**config.mk**
```make
export PLATFORM = sky130hd
export DESIGN_NAME = scad_step_engine
export DESIGN_NICKNAME = d
export VERILOG_FILES = /design/src/rtl/scad_pkg.sv /design/src/rtl/scad_alu.sv /design/src/rtl/scad_step_engine.sv
export SDC_FILE = /design/constraint.sdc
export NUM_CORES = 1
export LEC_CHECK = 0
export BUFFER_PORTS_ARGS = -buffer_cell sky130_fd_sc_hd__clkbuf_2
export CORE_MARGIN = 3
export CORE_UTILIZATION = 41
export DETAILED_ROUTE_END_ITERATION = 8
export MAX_ROUTING_LAYER = met4
export SLEW_MARGIN = 20
export SYNTH_ARGS = -nofsm -noshare
export SYNTH_HDL_FRONTEND = slang
export SYNTH_HIERARCHICAL = 1
export SYNTH_SLANG_ARGS = --single-unit
```
**constraint.sdc**
```tcl
create_clock -name clk -period 13.1 [get_ports clk]
set_clock_uncertainty 0.15 [all_clocks]
set_input_delay 0 -clock clk [delete_from_list [all_inputs] [get_ports clk]]
set_output_delay 0 -clock clk [all_outputs]
set_load 0.005 [all_outputs]
```
**src/rtl/scad_pkg.sv**
```systemverilog
// Shared definitions for the step-count adder / count-down loop engine.
package scad_pkg;

    // ALU function codes
    localparam logic [2:0] SCAD_A_PLUS_A          = 3'd0;
    localparam logic [2:0] SCAD_A_OR_B            = 3'd1;
    localparam logic [2:0] SCAD_A_MINUS_B_MINUS_1 = 3'd2;
    localparam logic [2:0] SCAD_A_MINUS_B         = 3'd3;
    localparam logic [2:0] SCAD_A_PLUS_B          = 3'd4;
    localparam logic [2:0] SCAD_A_AND_B           = 3'd5;
    localparam logic [2:0] SCAD_A_MINUS_1         = 3'd6;
    localparam logic [2:0] SCAD_A                 = 3'd7;

    // A operand select codes
    localparam logic [1:0] ASEL_REG  = 2'd0;
    localparam logic [1:0] ASEL_SNUM = 2'd1;
    localparam logic [1:0] ASEL_EXT  = 2'd2;
    localparam logic [1:0] ASEL_ZERO = 2'd3;

    // B operand select codes
    localparam logic [1:0] BSEL_REG  = 2'd0;
    localparam logic [1:0] BSEL_EXT  = 2'd1;
    localparam logic [1:0] BSEL_SNUM = 2'd2;
    localparam logic [1:0] BSEL_ZERO = 2'd3;

    // Counter register indices
    localparam int FE_IDX = 0;
    localparam int SC_IDX = 1;

    // Loop engine states
    typedef enum logic [1:0] {
        LOOP_IDLE = 2'b00,
        LOOP_RUN  = 2'b01,
        LOOP_FIN  = 2'b10
    } loop_state_e;

    // Microsequencer dispatch code derived from the result sign
    function automatic logic [3:0] disp_code(input logic msb);
        return msb ? 4'b0010 : 4'b0000;
    endfunction

endpackage

```
**src/rtl/scad_alu.sv**
```systemverilog
// Combinational (W+1)-bit function unit; carry is bit W of the wide result.
module scad_alu
    import scad_pkg::*;
#(
    parameter int W = 10
) (
    input  logic [2:0]   fun,
    input  logic [W-1:0] a,
    input  logic [W-1:0] b,
    output logic [W-1:0] result,
    output logic         carry
);

    localparam logic [W:0] ONE_W1 = {{W{1'b0}}, 1'b1};

    logic [W:0] ax_s;
    logic [W:0] bx_s;
    logic [W:0] wide_s;

    // Zero-extend operands so borrow/carry appears in the top bit
    always_comb begin
        ax_s = {1'b0, a};
        bx_s = {1'b0, b};
    end

    // Function decode; logical functions and pass-through never carry
    always_comb begin
        wide_s = {1'b0, a};
        case (fun)
            SCAD_A_PLUS_A:          wide_s = ax_s + ax_s;
            SCAD_A_OR_B:            wide_s = {1'b0, a | b};
            SCAD_A_MINUS_B_MINUS_1: wide_s = ax_s - bx_s - ONE_W1;
            SCAD_A_MINUS_B:         wide_s = ax_s - bx_s;
            SCAD_A_PLUS_B:          wide_s = ax_s + bx_s;
            SCAD_A_AND_B:           wide_s = {1'b0, a & b};
            SCAD_A_MINUS_1:         wide_s = ax_s - ONE_W1;
            SCAD_A:                 wide_s = {1'b0, a};
            default:                wide_s = {1'b0, a};
        endcase
    end

    assign result = wide_s[W-1:0];
    assign carry  = wide_s[W];

endmodule

```
**src/rtl/scad_step_engine.sv**
```systemverilog
// Step-count adder with a small counter register file and an autonomous
// decrement-until-negative loop engine.
module scad_step_engine
    import scad_pkg::*;
#(
    parameter int W    = 10,
    parameter int NREG = 2,
    parameter int IW   = 1
) (
    input  logic            clk,
    input  logic            rst,
    input  logic            clken,
    input  logic [2:0]      fun,
    input  logic [1:0]      a_sel,
    input  logic [1:0]      b_sel,
    input  logic [IW-1:0]   a_idx,
    input  logic [IW-1:0]   b_idx,
    input  logic [W-1:0]    snum,
    input  logic [W-1:0]    ext_a,
    input  logic [W-1:0]    ext_b,
    input  logic            load,
    input  logic [IW-1:0]   load_idx,
    input  logic            start,
    input  logic [IW-1:0]   loop_idx,
    output logic [W-1:0]    result,
    output logic            carry,
    output logic            zero,
    output logic [3:0]      disp,
    output logic [NREG-1:0] signs,
    output logic            busy,
    output logic            done
);

    localparam logic [W-1:0] ZERO_W = {W{1'b0}};
    localparam logic [W-1:0] ONE_W  = {{(W-1){1'b0}}, 1'b1};

    logic [W-1:0]  regs_r [NREG];
    loop_state_e   state_r;
    loop_state_e   state_s;
    logic [IW-1:0] l_idx_r;

    logic [W-1:0]  a_reg_s;
    logic [W-1:0]  b_reg_s;
    logic [W-1:0]  st_val_s;
    logic [W-1:0]  lp_val_s;
    logic [W-1:0]  a_op_s;
    logic [W-1:0]  b_op_s;
    logic [W-1:0]  result_s;
    logic          carry_s;
    logic          load_hit_s;

    // Register file read ports; indices with no backing register read as zero
    always_comb begin
        a_reg_s  = ZERO_W;
        b_reg_s  = ZERO_W;
        st_val_s = ZERO_W;
        lp_val_s = ZERO_W;
        for (int i = 0; i < NREG; i++) begin
            a_reg_s  = (a_idx    == IW'(i)) ? regs_r[i] : a_reg_s;
            b_reg_s  = (b_idx    == IW'(i)) ? regs_r[i] : b_reg_s;
            st_val_s = (loop_idx == IW'(i)) ? regs_r[i] : st_val_s;
            lp_val_s = (l_idx_r  == IW'(i)) ? regs_r[i] : lp_val_s;
        end
    end

    // Operand source selection
    always_comb begin
        a_op_s = ZERO_W;
        b_op_s = ZERO_W;
        case (a_sel)
            ASEL_REG:  a_op_s = a_reg_s;
            ASEL_SNUM: a_op_s = snum;
            ASEL_EXT:  a_op_s = ext_a;
            ASEL_ZERO: a_op_s = ZERO_W;
            default:   a_op_s = ZERO_W;
        endcase
        case (b_sel)
            BSEL_REG:  b_op_s = b_reg_s;
            BSEL_EXT:  b_op_s = ext_b;
            BSEL_SNUM: b_op_s = snum;
            BSEL_ZERO: b_op_s = ZERO_W;
            default:   b_op_s = ZERO_W;
        endcase
    end

    scad_alu #(
        .W (W)
    ) u_alu (
        .fun    (fun),
        .a      (a_op_s),
        .b      (b_op_s),
        .result (result_s),
        .carry  (carry_s)
    );

    assign load_hit_s = load && (load_idx == l_idx_r);

    // Loop next-state: a load to the loop register overrides the decrement
    always_comb begin
        state_s = state_r;
        case (state_r)
            LOOP_IDLE: begin
                if (start) begin
                    state_s = st_val_s[W-1] ? LOOP_FIN : LOOP_RUN;
                end else begin
                    state_s = LOOP_IDLE;
                end
            end
            LOOP_RUN: begin
                if (load_hit_s) begin
                    state_s = result_s[W-1] ? LOOP_FIN : LOOP_RUN;
                end else if (lp_val_s == ZERO_W) begin
                    state_s = LOOP_FIN;
                end else begin
                    state_s = LOOP_RUN;
                end
            end
            LOOP_FIN: state_s = LOOP_IDLE;
            default:  state_s = LOOP_IDLE;
        endcase
    end

    // Loop state register, advancing only on enabled edges
    always_ff @(posedge clk or posedge rst) begin
        if (rst) begin
            state_r <= LOOP_IDLE;
        end else if (clken) begin
            state_r <= state_s;
        end
    end

    // Capture which register the loop is counting when it is started
    always_ff @(posedge clk or posedge rst) begin
        if (rst) begin
            l_idx_r <= {IW{1'b0}};
        end else if (clken && (state_r == LOOP_IDLE) && start) begin
            l_idx_r <= loop_idx;
        end
    end

    // Counter registers: loop decrement, with an explicit load taking priority
    always_ff @(posedge clk or posedge rst) begin
        if (rst) begin
            for (int i = 0; i < NREG; i++) begin
                regs_r[i] <= ZERO_W;
            end
        end else if (clken) begin
            for (int i = 0; i < NREG; i++) begin
                if ((state_r == LOOP_RUN) && (l_idx_r == IW'(i))) begin
                    if (load && (load_idx == IW'(i))) begin
                        regs_r[i] <= result_s;
                    end else begin
                        regs_r[i] <= regs_r[i] - ONE_W;
                    end
                end else if (load && (load_idx == IW'(i))) begin
                    regs_r[i] <= result_s;
                end
            end
        end
    end

    for (genvar g = 0; g < NREG; g++) begin : g_signs
        assign signs[g] = regs_r[g][W-1];
    end

    assign result = result_s;
    assign carry  = carry_s;
    assign zero   = (result_s == ZERO_W);
    assign disp   = disp_code(result_s[W-1]);
    assign busy   = (state_r == LOOP_RUN);
    assign done   = (state_r == LOOP_FIN);

endmodule

```
==> impl_metrics.yaml <==
setup_path:
  slowest_stage: "or4_1"
  cp.arrival_ps: 5510
  cp-start-kind: "flop"
  required_ps: 12950
  crit_fanout: 8
  reg2regPathDepth: 17
  cp_cell_sequence: "mux2i_1, nor2_1, a21oi_1, o21ai_0, inv_1, ha_1, nor3_1, o21ai_1, a311oi_1, nand4_1, nor4_1, mux2i_1, o211ai_1, or4_1, nor4_1, clkbuf_2"
  setup.worst_path.end_class: "output port"
  crit_type: "flop to output port"
  max_stage_delay_ps: 620
  critical-path-top-delay-family: "simple AND/OR/NAND/NOR gates"
  cp_num_cells: 16
  path_buf_inv: 2
routing:
  dr.pass1.iters: 5
  routed_via_density: 6.02
  drtAntennaViolNets: 0
  drt_first_iter_violations: 360
  drt_drc_violations_left: 0
  via_count: 4858
  wl_per_cell_um: 18.6
  totalWireLength_um: 15000
timing:
  fmax_mhz: 177
  slew_violations: 0
  tightest_slew_ps: 966
  hold_viol_final: 0
  fin_crit_sh_pct: 43.2
  rsz0062_at_grt: "false"
  fin_setup_tns_ps: 0
  max_slew_margin_pct: 35.5
  period_needed_ps: 5660
  setup_viol: 0
clocking:
  clk_latency_ps: 270
  cts_made_buffers: 3
  post_cts_buffers: 0
  cts_root_buf: "clkbuf_8"
  path_clk_slew_ps: 90
  numClockSinks: 23
  cts_tree: "yes"
  clockBufferDepth: 2
  h-tree-depth: 1
layout:
  stdcell_count: 807
  antenna_cells: 0
  nNetsFinal: 765
  synthToLayoutAreaGrowth_pct: 9.64
  drive_gt1_share_pct: 14.9
  post-route-cell-area_mm2: 0.00495
  finish.utilization_pct: 47.1
synthesis:
  async_flop_share_pct: 100
  synth_edf_count: 0
  yosys.area.top_type: "dfrtp_1"
  yosysWarnings: 6
  synth_seq_area_share_pct: 12.7
  avgSynthCellArea_um2: 7.19
  synth_cell_types: 80
  synth_area_leaders: "dfrtp_1 13%, ha_1 12%, a21oi_1 7.4%, nor2_1 5.9%, o21ai_0 5.3%"
  synth_ff_type: "dfrtp_1"
  syn-cell-area_mm2: 0.00452
  synth_top_area_share_pct: 12.7
  ys_ff_latch: 23
  synthCells: 628
die:
  core_area_mm2: 0.0105
  die_width_um: 111
  die_h_um: 111
  rows: 37
  start_util_pct: 43.0
  die_area_mm2: 0.0123
  ios: 66
placement:
  dpl_cell_area_mm2: 0.00486
  place_congestion: 1.00
  io_buffers: 62
  hpwlAfterDp_um: 11800
  placed_cells: 799
outcome:
  outcome: "completed"
power:
  p_sw_w: 0.000337
  pwr-share-clk_pct: 7.4
  power_density_mw_per_mm2: 129
  peakVddDrop_v: 0.0000552
  internal-power_w: 0.000299
  combPwrFrac_pct: 71.2
  p_total_w: 0.000636
  power_leakage_nw: 2.11
  seqPwrFrac_pct: 21.4
  netSwitchingFraction_pct: 53.0
global_route:
  overflow: 0
  grt_first_pass_wirelength_um: 23700
  grt_pass1_vias: 4441
  grt_usage_pct: 24.1
  grt_max_degree: 27
  antenna_found_initial: 0
flow_run:
  drv_cap: 0
hold_path:
  hold_class: "input pin to flop"
  min_path_cells: 4
## synthesized netlist by cell type (all sizes together) (4+ instances only)
master   n
xor2     6
a22oi   10
o211ai   4
mux2     5
and3     4
o32ai    5
a21oi   68
o21ai   50
nor4    10
nand3   12
nor2b   12
nor2    72
clkbuf  25
o31ai    4
o22a     8
o21a     8
a31oi    8
nand2b   6
a211oi   5
mux2i   23
nand4    7
o22ai    6
buf      9
ha      45
nor3b    5
or3      8
nand2   49
inv     46
dfrtp   23
xnor2   23
or4      5
nor3    13
## cell type report
class                      instances  area (um^2)
fill                            1054         5560
sequential                        23          576
clock buffer                       4         45.0
tap                              136          170
timing repair buffer              72          395
inverter                          47          176
multi-input combinational        525         3590
## what timing repair did
action                    CTS  global route
hold buffers                4             0
resized for setup           0             0
hold endpoints to repair   27             0
## routing by layer
metal  vias to the layer above  wire [um]  part of all wire, %  global-route usage (%)
met4                         0        249                  1.7                    4.60
met1                      2337       7590                   51                    36.2
met5                         -          0                    0                       -
li1                       2351          -                    -                       -
met3                        17        763                  5.1                    2.13
met2                       153       6370                   43                    35.2
## worst register-to-register path, cell delays in order (launching register included)
cell and delay, ps:
dfrtp_1 520, mux2i_1 140, nor2_1 110, a21oi_1 50, o21ai_0 540, inv_1 250
ha_1 420, nor3_1 200, o21ai_1 180, a311oi_1 600, nand4_1 280, nor4_1 330
mux2i_1 250, o211ai_1 330, o21ai_0 310, o221ai_2 140, a32oi_1 210, a21oi_1 90
## power by group through the flow
stage	registers, W	clock network, W	logic [W]
3_3_place_gp	0.000135	0	0.000437
6_report	0.000136	0.0000469	0.000453
2_1_floorplan	0.000119	0	0.000335
5_1_grt	0.000142	0.0000498	0.000500
3_5_place_dp	0.000136	0	0.000440
4_1_cts	0.000135	0.0000484	0.000447
## registers in the layout, summed over array words and instances, names as in the netlist
name,cells
regs_r,18
state_r,2
signs,2
l_idx_r,1
## cell families after synthesis
kind of cell               share of synthesized area (%)
other                                             0.0830
adders and majority gates                           13.4
and+or+nand+nor                                     24.0
buffers and inverters                               8.12
DFF                                                 12.7
AOI/OAI and AO/OA                                   28.5
muxes                                               7.42
xor gates and xnor gates                            5.79
## placed cells by master, fill, tap and decap left out, types with 9 or more instances in the layout
cell	count
mux2i_1	23
nor3_1	13
clkbuf_2	62
a22oi_1	9
inv_1	46
nor2_1	71
o21ai_0	47
xnor2_1	23
a21oi_1	66
nand3_1	12
dfrtp_1	23
nor4_1	9
ha_1	45
nor2b_1	11
nand2_1	49
## final timing paths
kind | slack [ps] | end | startpoint
setup reg to reg | 7890 | state_r[1]$_DFFE_PP0P_ | regs_r[4]$_DFFE_PP0P_
max in group asynchronous | 11870 | regs_r[18]$_DFFE_PP0P_ | rst
hold / removal | 60 | state_r[0]$_DFFE_PP0P_ | load_idx
setup / recovery | 7440 | zero | regs_r[4]$_DFFE_PP0P_
hold reg to reg | 420 | regs_r[11]$_DFFE_PP0P_ | regs_r[11]$_DFFE_PP0P_
min in group asynchronous | 340 | regs_r[11]$_DFFE_PP0P_ | rst
## per-stage QoR
stage | hold slack [ps] | worst slack (ps)
after floorplan | -148 | 8470
after global placement | 94.6 | 8020
after detailed placement | 102 | 7830
after CTS | 56.8 | 7520
after global routing | 91.9 | 7010
final | 57.3 | 7440
Note: power is estimated with default switching activity, not from simulation.
